File: src/rtl/axi_lite_slave_port_if.sv
// AXI4-Lite slave bundle plus the simple memory-side request/ack port behind it.
// Latency: none, this is wiring only.
// Backpressure: AXI channels use valid/ready; the memory side uses an en pulse and an ack.
// Ports: AW/W/B/AR/R channel signals (slave modport drives READY/B/R), and the
//        mem_wr_* / mem_rd_* request outputs with their ack/data inputs.
interface axi_lite_slave_port_if #(
  parameter int ADDR_W = 32,
  parameter int DATA_W = 64
);
  localparam int STRB_W = DATA_W / 8;

  logic              AWVALID, AWREADY;
  logic [ADDR_W-1:0] AWADDR;
  logic [2:0]        AWPROT;
  logic              WVALID, WREADY;
  logic [DATA_W-1:0] WDATA;
  logic [STRB_W-1:0] WSTRB;
  logic              BVALID, BREADY;
  logic [1:0]        BRESP;
  logic              ARVALID, ARREADY;
  logic [ADDR_W-1:0] ARADDR;
  logic [2:0]        ARPROT;
  logic              RVALID, RREADY;
  logic [DATA_W-1:0] RDATA;
  logic [1:0]        RRESP;

  logic              mem_wr_en;
  logic [ADDR_W-1:0] mem_wr_addr;
  logic [DATA_W-1:0] mem_wr_data;
  logic [STRB_W-1:0] mem_wr_strb;
  logic              mem_wr_ack;
  logic              mem_rd_en;
  logic [ADDR_W-1:0] mem_rd_addr;
  logic [DATA_W-1:0] mem_rd_data;
  logic              mem_rd_ack;

  modport slave (
    input  AWVALID, AWADDR, AWPROT, WVALID, WDATA, WSTRB, BREADY,
    input  ARVALID, ARADDR, ARPROT, RREADY,
    output AWREADY, WREADY, BVALID, BRESP, ARREADY, RVALID, RDATA, RRESP,
    output mem_wr_en, mem_wr_addr, mem_wr_data, mem_wr_strb,
    input  mem_wr_ack,
    output mem_rd_en, mem_rd_addr,
    input  mem_rd_data, mem_rd_ack
  );

  modport master (
    output AWVALID, AWADDR, AWPROT, WVALID, WDATA, WSTRB, BREADY,
    output ARVALID, ARADDR, ARPROT, RREADY,
    input  AWREADY, WREADY, BVALID, BRESP, ARREADY, RVALID, RDATA, RRESP,
    input  mem_wr_en, mem_wr_addr, mem_wr_data, mem_wr_strb,
    output mem_wr_ack,
    input  mem_rd_en, mem_rd_addr,
    output mem_rd_data, mem_rd_ack
  );
endinterface

File: src/rtl/axi_lite_slave_port.sv
// AXI4-Lite slave that turns single transactions into one-cycle memory requests.
// Latency: 3 cycles handshake-to-VALID with a memory acking the cycle after en.
// Backpressure: one outstanding op per direction; READY stays low until B/R is accepted.
// Ports: ACLK, ARESETn (synchronous, active-low), bus (axi_lite_slave_port_if.slave).
// Build option: define AXIL_DECERR_EN to answer addresses >= ADDR_LIMIT with DECERR
// locally (no memory access); otherwise everything is forwarded and ADDR_LIMIT is unused.
module axi_lite_slave_port #(
  parameter int                ADDR_W     = 32,
  parameter int                DATA_W     = 64,
  parameter logic [ADDR_W-1:0] ADDR_LIMIT = ADDR_W'(32'h0001_0000)
) (
  input logic                  ACLK,
  input logic                  ARESETn,
  axi_lite_slave_port_if.slave bus
);
  localparam int STRB_W = DATA_W / 8;

  typedef enum logic [1:0] {W_IDLE, W_MEM, W_WAIT, W_RESP} w_state_t;
  typedef enum logic [1:0] {R_IDLE, R_MEM, R_WAIT, R_RESP} r_state_t;

  w_state_t          w_state, w_next;
  r_state_t          r_state, r_next;
  logic              aw_held, w_held;
  logic              aw_hs, w_hs, aw_have, w_have;
  logic [ADDR_W-1:0] aw_addr_q;
  logic [DATA_W-1:0] w_data_q;
  logic [STRB_W-1:0] w_strb_q;
  logic [1:0]        b_resp_q;
  logic [ADDR_W-1:0] ar_addr_q;
  logic [DATA_W-1:0] rdata_q;
  logic [1:0]        r_resp_q;
  logic              w_decerr, r_decerr;

`ifdef AXIL_DECERR_EN
  // The write address may be arriving this very cycle or already be held.
  assign w_decerr = (aw_held ? aw_addr_q : bus.AWADDR) >= ADDR_LIMIT;
  assign r_decerr = bus.ARADDR >= ADDR_LIMIT;
`else
  assign w_decerr = 1'b0;
  assign r_decerr = 1'b0;
`endif

  // ---------------- write path ----------------
  always_comb begin
    w_next          = w_state;
    aw_hs           = 1'b0;
    w_hs            = 1'b0;
    aw_have         = aw_held;
    w_have          = w_held;
    bus.AWREADY     = 1'b0;
    bus.WREADY      = 1'b0;
    bus.BVALID      = 1'b0;
    bus.BRESP       = 2'b00;
    bus.mem_wr_en   = 1'b0;
    bus.mem_wr_addr = '0;
    bus.mem_wr_data = '0;
    bus.mem_wr_strb = '0;
    case (w_state)
      W_IDLE: begin
        bus.AWREADY = !aw_held;
        bus.WREADY  = !w_held;
        aw_hs       = bus.AWVALID && !aw_held;
        w_hs        = bus.WVALID && !w_held;
        aw_have     = aw_held || aw_hs;
        w_have      = w_held || w_hs;
        // Leave as soon as the second channel lands, whichever it is.
        if (aw_have && w_have) w_next = w_decerr ? W_RESP : W_MEM;
      end
      W_MEM: begin
        bus.mem_wr_en   = 1'b1;
        bus.mem_wr_addr = aw_addr_q;
        bus.mem_wr_data = w_data_q;
        bus.mem_wr_strb = w_strb_q;
        w_next          = bus.mem_wr_ack ? W_RESP : W_WAIT;
      end
      W_WAIT: begin
        bus.mem_wr_addr = aw_addr_q;
        bus.mem_wr_data = w_data_q;
        bus.mem_wr_strb = w_strb_q;
        if (bus.mem_wr_ack) w_next = W_RESP;
      end
      W_RESP: begin
        bus.BVALID = 1'b1;
        bus.BRESP  = b_resp_q;
        if (bus.BREADY) w_next = W_IDLE;
      end
      default: w_next = W_IDLE;
    endcase
  end

  always_ff @(posedge ACLK) begin
    if (!ARESETn) begin
      w_state   <= W_IDLE;
      aw_held   <= 1'b0;
      w_held    <= 1'b0;
      aw_addr_q <= '0;
      w_data_q  <= '0;
      w_strb_q  <= '0;
      b_resp_q  <= 2'b00;
    end else begin
      w_state <= w_next;
      // Held flags only live while collecting the two halves in idle.
      if (w_state == W_IDLE && w_next == W_IDLE) begin
        aw_held <= aw_have;
        w_held  <= w_have;
      end else begin
        aw_held <= 1'b0;
        w_held  <= 1'b0;
      end
      if (aw_hs) aw_addr_q <= bus.AWADDR;
      if (w_hs) begin
        w_data_q <= bus.WDATA;
        w_strb_q <= bus.WSTRB;
      end
      if (w_state == W_IDLE && w_next != W_IDLE) b_resp_q <= w_decerr ? 2'b11 : 2'b00;
    end
  end

  // ---------------- read path ----------------
  always_comb begin
    r_next          = r_state;
    bus.ARREADY     = 1'b0;
    bus.RVALID      = 1'b0;
    bus.RDATA       = '0;
    bus.RRESP       = 2'b00;
    bus.mem_rd_en   = 1'b0;
    bus.mem_rd_addr = '0;
    case (r_state)
      R_IDLE: begin
        bus.ARREADY = 1'b1;
        if (bus.ARVALID) r_next = r_decerr ? R_RESP : R_MEM;
      end
      R_MEM: begin
        bus.mem_rd_en   = 1'b1;
        bus.mem_rd_addr = ar_addr_q;
        r_next          = bus.mem_rd_ack ? R_RESP : R_WAIT;
      end
      R_WAIT: begin
        bus.mem_rd_addr = ar_addr_q;
        if (bus.mem_rd_ack) r_next = R_RESP;
      end
      R_RESP: begin
        bus.RVALID = 1'b1;
        bus.RDATA  = rdata_q;
        bus.RRESP  = r_resp_q;
        if (bus.RREADY) r_next = R_IDLE;
      end
      default: r_next = R_IDLE;
    endcase
  end

  always_ff @(posedge ACLK) begin
    if (!ARESETn) begin
      r_state   <= R_IDLE;
      ar_addr_q <= '0;
      rdata_q   <= '0;
      r_resp_q  <= 2'b00;
    end else begin
      r_state <= r_next;
      if (r_state == R_IDLE && bus.ARVALID) begin
        ar_addr_q <= bus.ARADDR;
        r_resp_q  <= r_decerr ? 2'b11 : 2'b00;
        rdata_q   <= '0;  // stays zero for a locally answered error
      end
      if ((r_state == R_MEM || r_state == R_WAIT) && bus.mem_rd_ack) rdata_q <= bus.mem_rd_data;
    end
  end
endmodule

File: src/flat_wrapper.sv
// flat-port wrapper written by rule: the top's interface ports become plain ports
module axi_lite_slave_port_flat 
#(
  parameter int                ADDR_W     = 32,
  parameter int                DATA_W     = 64,
  parameter logic [ADDR_W-1:0] ADDR_LIMIT = ADDR_W'(32'h0001_0000)
)
  (ACLK, ARESETn, bus_AWVALID, bus_AWADDR, bus_AWPROT, bus_WVALID, bus_WDATA, bus_WSTRB, bus_BREADY, bus_ARVALID, bus_ARADDR, bus_ARPROT, bus_RREADY, bus_AWREADY, bus_WREADY, bus_BVALID, bus_BRESP, bus_ARREADY, bus_RVALID, bus_RDATA, bus_RRESP, bus_mem_wr_en, bus_mem_wr_addr, bus_mem_wr_data, bus_mem_wr_strb, bus_mem_wr_ack, bus_mem_rd_en, bus_mem_rd_addr, bus_mem_rd_data, bus_mem_rd_ack);
  axi_lite_slave_port_if #(.ADDR_W(ADDR_W), .DATA_W(DATA_W)) bus_i ();
  input logic ACLK;
  input logic ARESETn;
  input wire logic [$bits(bus_i.AWVALID)-1:0] bus_AWVALID;
  input wire logic [$bits(bus_i.AWADDR)-1:0] bus_AWADDR;
  input wire logic [$bits(bus_i.AWPROT)-1:0] bus_AWPROT;
  input wire logic [$bits(bus_i.WVALID)-1:0] bus_WVALID;
  input wire logic [$bits(bus_i.WDATA)-1:0] bus_WDATA;
  input wire logic [$bits(bus_i.WSTRB)-1:0] bus_WSTRB;
  input wire logic [$bits(bus_i.BREADY)-1:0] bus_BREADY;
  input wire logic [$bits(bus_i.ARVALID)-1:0] bus_ARVALID;
  input wire logic [$bits(bus_i.ARADDR)-1:0] bus_ARADDR;
  input wire logic [$bits(bus_i.ARPROT)-1:0] bus_ARPROT;
  input wire logic [$bits(bus_i.RREADY)-1:0] bus_RREADY;
  output wire logic [$bits(bus_i.AWREADY)-1:0] bus_AWREADY;
  output wire logic [$bits(bus_i.WREADY)-1:0] bus_WREADY;
  output wire logic [$bits(bus_i.BVALID)-1:0] bus_BVALID;
  output wire logic [$bits(bus_i.BRESP)-1:0] bus_BRESP;
  output wire logic [$bits(bus_i.ARREADY)-1:0] bus_ARREADY;
  output wire logic [$bits(bus_i.RVALID)-1:0] bus_RVALID;
  output wire logic [$bits(bus_i.RDATA)-1:0] bus_RDATA;
  output wire logic [$bits(bus_i.RRESP)-1:0] bus_RRESP;
  output wire logic [$bits(bus_i.mem_wr_en)-1:0] bus_mem_wr_en;
  output wire logic [$bits(bus_i.mem_wr_addr)-1:0] bus_mem_wr_addr;
  output wire logic [$bits(bus_i.mem_wr_data)-1:0] bus_mem_wr_data;
  output wire logic [$bits(bus_i.mem_wr_strb)-1:0] bus_mem_wr_strb;
  input wire logic [$bits(bus_i.mem_wr_ack)-1:0] bus_mem_wr_ack;
  output wire logic [$bits(bus_i.mem_rd_en)-1:0] bus_mem_rd_en;
  output wire logic [$bits(bus_i.mem_rd_addr)-1:0] bus_mem_rd_addr;
  input wire logic [$bits(bus_i.mem_rd_data)-1:0] bus_mem_rd_data;
  input wire logic [$bits(bus_i.mem_rd_ack)-1:0] bus_mem_rd_ack;
  assign bus_i.AWVALID = bus_AWVALID;
  assign bus_i.AWADDR = bus_AWADDR;
  assign bus_i.AWPROT = bus_AWPROT;
  assign bus_i.WVALID = bus_WVALID;
  assign bus_i.WDATA = bus_WDATA;
  assign bus_i.WSTRB = bus_WSTRB;
  assign bus_i.BREADY = bus_BREADY;
  assign bus_i.ARVALID = bus_ARVALID;
  assign bus_i.ARADDR = bus_ARADDR;
  assign bus_i.ARPROT = bus_ARPROT;
  assign bus_i.RREADY = bus_RREADY;
  assign bus_AWREADY = bus_i.AWREADY;
  assign bus_WREADY = bus_i.WREADY;
  assign bus_BVALID = bus_i.BVALID;
  assign bus_BRESP = bus_i.BRESP;
  assign bus_ARREADY = bus_i.ARREADY;
  assign bus_RVALID = bus_i.RVALID;
  assign bus_RDATA = bus_i.RDATA;
  assign bus_RRESP = bus_i.RRESP;
  assign bus_mem_wr_en = bus_i.mem_wr_en;
  assign bus_mem_wr_addr = bus_i.mem_wr_addr;
  assign bus_mem_wr_data = bus_i.mem_wr_data;
  assign bus_mem_wr_strb = bus_i.mem_wr_strb;
  assign bus_i.mem_wr_ack = bus_mem_wr_ack;
  assign bus_mem_rd_en = bus_i.mem_rd_en;
  assign bus_mem_rd_addr = bus_i.mem_rd_addr;
  assign bus_i.mem_rd_data = bus_mem_rd_data;
  assign bus_i.mem_rd_ack = bus_mem_rd_ack;
  axi_lite_slave_port #(.ADDR_W(ADDR_W), .DATA_W(DATA_W), .ADDR_LIMIT(ADDR_LIMIT)) u_core (.ACLK(ACLK), .ARESETn(ARESETn), .bus(bus_i));
endmodule
File: config.mk
export PLATFORM = sky130hd
export DESIGN_NAME = axi_lite_slave_port_flat
export DESIGN_NICKNAME = d
export VERILOG_FILES = /design/src/rtl/axi_lite_slave_port_if.sv /design/src/rtl/axi_lite_slave_port.sv /design/src/flat_wrapper.sv
export SDC_FILE = /design/constraint.sdc
export NUM_CORES = 1
export LEC_CHECK = 0
export ABC_CLOCK_PERIOD_IN_PS = 1950
export CELL_PAD_IN_SITES_DETAIL_PLACEMENT = 0
export CELL_PAD_IN_SITES_GLOBAL_PLACEMENT = 1
export CORE_AREA = 10 10 145 247
export CTS_CLUSTER_DIAMETER = 80
export DETAILED_ROUTE_END_ITERATION = 6
export DIE_AREA = 0 0 155 257
export PLACE_DENSITY_LB_ADDON = 0.1
export REMOVE_ABC_BUFFERS = 1
export SYNTH_ARGS = -nofsm -noshare
export SYNTH_HDL_FRONTEND = slang
export SYNTH_SLANG_ARGS = --single-unit
File: constraint.sdc
create_clock -name ACLK -period 1.95 [get_ports ACLK]
set_input_delay 0.195 -clock ACLK [delete_from_list [all_inputs] [get_ports ACLK]]
set_output_delay 0.195 -clock ACLK [all_outputs]
set_load 0.05 [all_outputs]
Word level (Yosys, flattened, before mapping)
Cells that the tools add are included.
{ "op_classes": {"eq_ne": 9, "muxes": 26, "n_reduce_logical": 19} }
{ "op_table": {"columns": ["op", "n"], "rows": [
  ["$mux W64", 4],
  ["$mux W32", 2],
  ["$pmux W2 S4", 2],
  ["$mux W2", 6],
  ["$mux W1", 11],
  ["$eq A2 B2 Y1 const B", 4],
  ["$mux W8", 1],
  ["$logic_and A1 B1 Y1", 6],
  ["$logic_not A2 Y1", 3],
  ["$ne A2 B2 Y1 const B", 3],
  ["$eq A2 B1 Y1 const B", 2],
  ["$reduce_or A2 Y1", 2],
  ["$logic_or A1 B1 Y1", 3],
  ["$reduce_and A3 Y1", 1],
  ["$logic_not A1 Y1", 2],
  ["$reduce_and A2 Y1", 1],
  ["$reduce_bool A2 Y1", 1]
]} }
{ "word_totals": {"register_bits": 206, "in_bits": 215, "output_inout_bits": 211, "word_cells": 63} }

Longest topological paths before layout
Gate-level depths: netlist (run 1).
{ "depth": {"word_depth": 9, "mapped_depth": 8, "depth_no_buf": 6} }

Least setup slack after synthesis (run 1)
Ideal clock, no wire load.
{ "synth_path": {"kind": "register to register", "startpoint": "register u_core.w_state[0]", "endpoint": "register u_core.aw_addr_q[11]", "setup_ns": 0.132, "t_arrival_ns": 1.971, "t_required_ns": 1.818, "path_slack_ns": -0.153, "path_stages_with_launch": 8, "n_path_buf": 1, "period_less_slack_ns": 2.103, "cell_sequence": "dfxtp_1 -> inv_1 -> ha_1 -> nor2b_1 -> nand2_1 -> buf_1 -> nand2_1 -> a21oi_1"} }
{ "synth_between": {"elab_chain_cells": 2} }
{ "synth_rtl": {"columns": ["element", "line_no", "text"], "rows": [
  ["from (decl)", "axi_lite_slave_port.sv:21", "w_state_t w_state, w_next;"],
  ["from (signal assigned)", "axi_lite_slave_port.sv:101", "w_state <= w_next;"],
  ["$logic_not A2 Y1", "axi_lite_slave_port.sv:58", "case (w_state)"],
  ["$mux W1", "axi_lite_slave_port.sv:58", null],
  ["to (signal assigned)", "axi_lite_slave_port.sv:110", "if (aw_hs) aw_addr_q <= bus.AWADDR;"],
  ["to (decl)", "axi_lite_slave_port.sv:25", "logic [ADDR_W-1:0] aw_addr_q;"]
]} }
Every way passes these cells.
A chain may end at the register's enable or synchronous reset.

Worst setup path in the final report (run 1)
{ "layout_path": {"startpoint": "register u_core.w_state[0]", "endpoint": "output port bus_mem_wr_data[21]"} }
{ "layout_between": {"elab_chain_cells": 3, "elab_cells_between_ends": 4, "cone_classes": "eq/ne (2); mux (1); reduce/logical (1)"} }
{ "layout_rtl": {"columns": ["element", "line_no", "text"], "rows": [
  ["$eq A2 B1 Y1 or $eq A2 B2 Y1 (tied branches)", "axi_lite_slave_port.sv:58", null],
  ["$reduce_or A2 Y1 (no source line) *", null, null],
  ["$mux W64 *", "axi_lite_slave_port.sv:58", null],
  ["to (decl)", "flat_wrapper.sv:33", "output wire logic [$bits(bus_i.mem_wr_data)-1:0] bus_mem_wr_data;"]
]} }
Mark *: on every way between the ends. The rest lies on a longest branch, timed or not.

==> metrics.txt, run 1 <==
fin crit period=about 2 ns; root buf cell=clkbuf_16; PnR worst setup slack=-0.101 ns; register area share after synthesis=around 47%; Final Cycle Share=105%; Worst-Skew Late Latency=around 0.51 ns; CP peak stage delay=between 0.3 and 0.4 ns; Initial DRC Count=~270; die height=257 µm; Filler Cell Count=roughly 2,900; maxcap violations=0; vias post-DR=between 8,000 and 9,000; fin util=54.7%; Die Footprint=around 40,000 µm²; worst hold path cell count=3; wire length per cell=~20 µm; Critical Path Fanout Max=11; routability cong.=between 0.7 and 0.8; commonest non-fill, non-tap cell in the layout=nand2_1; Total GRT Usage=between 10% and 20%; nets@finish=between 1,500 and 2,000; Hold Startpoint=ARESETn; violated checks=setup timing; Crit path arrival time=1.86 ns; worst hold endpoint=u_core.rdata_q[49]$_SDFFE_PN0P_; I/O Buffers=approximately 420; Req. time, crit path=~1.8 ns; post-route ant nets=0; final global-route overflow total=0; CP Cell Sequence=inv_4 -> ha_4 -> buf_4 -> clkbuf_16 -> and2_4 -> buf_12; total power=around 18 mW; CP top delay family=buffers and inverters; LEAKAGE=just under 7 nW; worst hold-check path type=in -> reg; Initial Util=between 20% and 30%; crit path launch type=flip-flop; number of global-route vias before repair=~8,700; clk slew on worst S/H paths=~0.060 ns; Detailed Route WL=roughly 38,000 µm; Slew Limit Fails=0; share of cells above drive strength 1=between 30% and 40%; Switching Fraction=between 30% and 40%; outcome=complete, but fails checks; post-cts hold buffer count=0; DIE WIDTH=roughly 160 µm; core box area=approximately 32,000 µm²; commonest non-fill, non-tap cells in the layout=276 x nand2_1, 224 x buf_12, 207 x clkdlybuf4s50_1; switching power=between 6 and 7 mW; #FFs+latches synth=around 210; CTS tree=done; RSZ-0062 raised after global routing=true; multi-input logic area=4670 µm²; number of antenna violations at the first check in global routing=5; post-synth cell types=30; total CTS buffers=23; Reg power frac=about 30%; largest net degree at the start of global routing=between 60 and 70; FF+latch area=4140 µm²; endpoint class of the critical path=output pin; r2r setup slk=~0.19 ns; clk buf depth=3; Yosys Warn Count=0; slowest cell on the critical path=dfxtp_4; Crit Path Class=reg -> out; Remaining DRCs=0; Ports=426; Critical path buffers and inverters=4; Syn-to-layout area delta=97.2%; vias per cell=around 4.6; clock sinks=206; Final Hold Vio Count=0; first-pass GRT wire length=55,700 µm; worst r2r dst=u_core.rdata_q[59]$_SDFFE_PN0P_; Pre-antenna DRT Iters=4; DPL Wire Length=about 25,000 µm; htree depth=1; Fmax=roughly 490 MHz; peak supply drop=about 750 µV; Mapped Cells=1,083; worst-case reg-to-reg path depth=8; # rows=86; Reg2Reg Launch Point=u_core.r_state[0]$_SDFFE_PN0P_; internal power=around 11 mW; Clk pwr share=between 20% and 30%; Comb power frac=between 40 and 50%; syn_area_per_cell=approximately 8.1 µm²; PD cells=1030 nW/µm²; Max Clock Skew=between 0.009 and 0.01 ns; Setup violations, final=about 140; Synth Cell Area=around 8700 µm²
## worst max-delay path by stage
stage                                                  to  slack [ns]                    startpoint  depth (start not counted)
final                                 bus_mem_wr_data[21]       -0.10  u_core.w_state[0]$_SDFF_PN0_                          6
after global routing                  bus_mem_wr_addr[30]       -0.16  u_core.w_state[0]$_SDFF_PN0_                          6
after CTS                              bus_mem_wr_addr[9]       -0.21  u_core.w_state[0]$_SDFF_PN0_                          7
after detailed placement              bus_mem_wr_data[15]        0.16  u_core.w_state[0]$_SDFF_PN0_                          5
after global placement                bus_mem_wr_data[15]        0.18  u_core.w_state[0]$_SDFF_PN0_                          5
after floorplan           u_core.w_data_q[0]$_SDFFE_PN0P_       -0.77  u_core.w_state[0]$_SDFF_PN0_                          6
## power by group through the flow
stage	combinational, mW	sequential [mW]	clock [mW]
floorplan	3.20	5.18	0
global placement	6.17	5.23	0
detailed placement	6.20	5.26	0
CTS	7.54	5.22	4.72
global route	8.49	5.33	4.85
finish	7.93	5.25	4.55
## kinds of logic (layout without fill, tap and decap cells)
| family | Yosys count | after routing | share of synthesized area, % |
|---|---|---|---|
| compound gates | 210 | 210 | 15.7 |
| fa+ha+maj | 10 | 10 | 1.43 |
| buf+inv | 98 | 516 | 5.40 |
| flops | 206 | 206 | 47.2 |
| mux | 1 | 1 | 0.115 |
| other cells | 1 | 8 | 0.0429 |
| simple gates | 557 | 557 | 30.2 |
## metrics by stage
stage	instance area, µm²	hold WS (ns)	setup WS (ns)	cells	setup TNS [ns]
floorplan	8310	0.317	-0.769	997	-206.13
global placement	15300	0.437	0.179	1827	0
detailed placement	15300	0.442	0.159	1827	0
CTS	16900	0.142	-0.214	1888	-15.42
global route	17200	0.176	-0.157	1903	-19.45
finish	17200	0.158	-0.101	1904	-7.80
## cell usage after synthesis (all sizes together)
cell    count  area [µm²]
a22oi      64         480
o311ai      1        8.76
o22ai       1        6.26
a21boi     55         413
nor4        2        12.5
a211oi      1        7.51
dfxtp     206        4120
inv         9        33.8
buf        44         269
a221oi      1        8.76
o21ai       3        15.0
and2b       1        7.51
ha         10         125
a21oi      82         410
o22a        1        8.76
conb        1        3.75
nor2       67         259
mux2i       1        10.0
clkbuf     45         169
a222oi      1        10.0
nand2     277        1040
and2      206        1290
nor2b       4        25.0
## flip-flops by register name, summed over array words and instances, names as in the netlist
register          cells
u_core.w_strb_q       8
u_core.aw_addr_q     32
u_core.w_data_q      64
u_core.w_held         1
u_core.aw_held        1
u_core.w_state        2
u_core.ar_addr_q     32
u_core.r_state        2
u_core.rdata_q       64
## worst reg2reg max path: stages (launching register included)
cell and delay (ns):
dfxtp_4 0.38, inv_6 0.04, ha_4 0.25, buf_6 0.13, and2_2 0.21, nor2_4 0.13
buf_12 0.29, a22oi_1 0.17, nor2_1 0.10
## area by class of cell
type | instances | area share (%)
antenna | 4 | 0.0581
multi-input combinational | 782 | 27.1
clock inverter | 5 | 0.581
inverter | 9 | 0.283
timing repair buffer | 469 | 41.2
tap | 396 | 2.88
clock buffer | 33 | 3.91
sequential | 206 | 24.0
## layer usage
layer	track usage (%)	up-vias	wire length, µm
met1	17.9	4047	13400
met2	32.3	277	20300
met5	0	-	12
met3	7.21	43	3580
li1	-	4296	-
met4	6.11	2	932
## repair_timing
action                     CTS  global route
setup endpoints to repair  200           136
resized for setup          159            77
hold endpoints to repair     0             0
pin swaps                   11            70
buffers inserted            13             9
cloned                      10             8
Note: power is estimated with default switching activity, not from simulation.
==> inputs of run 2 (changes only) <==
Settings changed: CORE_AREA 10 10 145 247 to 10 10 188 190, DIE_AREA 0 0 155 257 to 0 0 198 200.
==> run 2 against run 1 <==
Effect of this change:
- largest cell class unchanged
- clock power decreased by 2%
- utilization about the same
- cell area decreased by 0.44%
- the flow still finishes with violations (setup timing)
- first-iteration DRC count increased by 42%
- count of clock-buffer cells in the layout increased by 5
==> metrics.txt, run 2 (synthesis gave the netlist of run 1 again) <==
clk slew on worst S/H paths=0.06 ns (about the same); setup TNS=-6.37 ns (+1.43 ns); outcome=complete, but fails checks; maxcap violations=0 (unchanged); Pre-antenna DRT Iters=5 (+1); Worst-Skew Late Latency=0.53 ns (+0.02 ns); I/O Buffers=415 (unchanged); Hold Startpoint=ARESETn; total power=17.3 mW (-2.2%); worst-case reg-to-reg path depth=6 (-2); clk buf depth=3 (unchanged); wire length per cell=19.6 µm (-2.3%); number of global-route vias before repair=8,447 (-2.5%); area post-placement=15,300 µm² (+0.23%); Crit Path Class=reg -> out; CTS tree=done; root buf cell=clkbuf_16; total CTS buffers=26 (+13%); Crit path arrival time=1.84 ns (-0.02 ns); end point of the critical path=bus_mem_wr_strb[7]; clock sinks=206 (unchanged); Final Cycle Share=104% (-0.96 points); # rows=65 (-24%); Filler Cell Count=2,836 (-1.7%); DPL Wire Length=25,200 µm (-0.60%); Slew Limit Fails=0 (unchanged); die height=200 µm (-22%); crit path launch type=flip-flop; largest registers=u_core.rdata_q: 64 flops, u_core.w_data_q: 64 flops; share of cells above drive strength 1=32.4% (-1.2 points); PD cells=1010 nW/µm² (-1.7%); routability cong.=0.733 (-5.9%); Fmax=492 MHz (+0.92%); commonest non-fill, non-tap cell in the layout=nand2_1; Remaining DRCs=0 (unchanged); Req. time, crit path=1.75 ns (about the same); LEAKAGE=6.77 nW (-0.71%); Ports=426 (unchanged); nets@finish=1,715 (-0.058%); Die Footprint=39,600 µm² (-0.59%); post-route ant nets=0 (unchanged); Final Cell Area=17,200 µm² (-0.44%); core box area=31,400 µm² (-0.43%); largest net degree at the start of global routing=65 (unchanged); endpoint class of the critical path=output pin; Initial DRC Count=377 (+42%); worst hold-check path type=in -> reg; commonest non-fill, non-tap cells in the layout=276 x nand2_1, 221 x buf_12, 207 x clkdlybuf4s50_1; Syn-to-layout area delta=96.3%; first-pass GRT wire length=52,800 µm (-5.3%); Worst slew margin=64.5%; Initial Util=27.8% (+0.12 points); r2r setup slk=0.25 ns (+0.06 ns); PnR worst setup slack=-0.0822 ns (+0.0187 ns); vias post-DR=8,579 (-0.99%); DIE WIDTH=198 µm (+28%); Max Clock Skew=0.0141 ns (+0.00453 ns); peak supply drop=691 µV (-7.8%); violated checks=setup timing; number of antenna violations at the first check in global routing=5 (unchanged); Place WS=0.197 ns (+0.0381 ns); Total GRT Usage=17.2% (-0.69 points); Critical Path Fanout Max=5 (-6); vias per cell=4.50 (-1.1%); Setup violations, final=139 (unchanged); fin crit period=2.03 ns (-0.0187 ns); Final Hold Vio Count=0 (unchanged); CP Launch Point=u_core.w_state[0]$_SDFF_PN0_; WHS=0.182 ns (+0.0244 ns); worst r2r dst=u_core.rdata_q[63]$_SDFFE_PN0P_; htree depth=1 (unchanged); final global-route overflow total=0 (unchanged); Reg2Reg Launch Point=u_core.r_state[1]$_SDFFE_PN0P_; RSZ-0062 raised after global routing=true; Worst-Margin Slew=between 0.5 and 0.6 ns; Detailed Route WL=37,400 µm (-2.1%)
[run 2: cell count changes in the layout (fill, tap and decap cells not counted), moves of 3 or more]
cell / previous run / this run
and2_1: 12 / 24
and2_4: 192 / 180
clkbuf_16: 30 / 36
clkbuf_1: 4 / 8
buf_12: 224 / 221
buf_6: 4 / 1
bufinv_16: 3 / 0
clkbuf_8: 6 / 3
[run 2: final cells by class]
| cell class | count | area (µm²) | area share [%] |
|---|---|---|---|
| Timing Repair Buffer | 465 | 7060 | 41.2 |
| Multi-Input combinational cell | 782 | 4640 | 27.1 |
| Sequential cell | 206 | 4140 | 24.1 |
| Clock buffer | 38 | 747 | 4.35 |
| Tap cell | 402 | 503 | 2.93 |
| Inverter | 9 | 43.8 | 0.255 |
| Clock inverter | 2 | 13.8 | 0.0802 |
| Antenna cell | 3 | 7.51 | 0.0438 |
[run 2: repair_timing]
| item | 4_1_cts | 5_1_grt |
|---|---|---|
| endpoints found under the setup margin | 200 | 157 |
| pin swaps | 37 | 79 |
| setup buffers | 5 | 4 |
| resized for setup | 136 | 75 |
| hold buffers | 0 | 0 |
| cloned | 6 | 12 |
[run 2: where the power goes]
group | leakage (nW) | internal (mW) | total [mW] | switching, mW
Combinational | 4.71 | 3.63 | 7.65 | 4.02
Sequential | 1.69 | 4.90 | 5.25 | 0.358
Clock | 0.372 | 2.61 | 4.44 | 1.83
Total | 6.77 | 11.1 | 17.3 | 6.21
[run 2: critical path, cell delays in order (launching register included)]
cell       delay (ns)
dfxtp_4          0.36
inv_4            0.04
ha_4             0.34
buf_12           0.15
clkbuf_16        0.14
and2_4           0.15
buf_12           0.13
[run 2: stage by stage]
step           cells  utilization (%)
2_1_floorplan    997                -
3_3_place_gp    1837             48.8
3_5_place_dp    1837             48.8
4_1_cts         1888             53.1
5_1_grt         1906             54.6
6_report        1907             54.7
[run 2: worst min path at each step]
| stage | endpoint | slack [ns] | depth (start not counted) |
|---|---|---|---|
| after global placement | u_core.ar_addr_q[20]$_SDFFE_PN0P_ | 0.44 | 2 |
| after global routing | u_core.ar_addr_q[8]$_SDFFE_PN0P_ | 0.20 | 3 |
| after detailed placement | u_core.ar_addr_q[24]$_SDFFE_PN0P_ | 0.44 | 2 |
| after floorplan | u_core.w_state[0]$_SDFF_PN0_ | 0.32 | 1 |
| final | u_core.rdata_q[40]$_SDFFE_PN0P_ | 0.18 | 3 |
| after CTS | u_core.ar_addr_q[21]$_SDFFE_PN0P_ | 0.19 | 3 |
[run 2: per-layer routing]
| metal | vias up | share of wire [%] | GRT usage (%) |
|---|---|---|---|
| li1 | 4304 | - | - |
| met1 | 3979 | 39 | 19.4 |
| met2 | 250 | 49 | 29.3 |
| met3 | 42 | 9.3 | 7.42 |
| met4 | 4 | 1.8 | 4.13 |
| met5 | - | 0.072 | 0 |
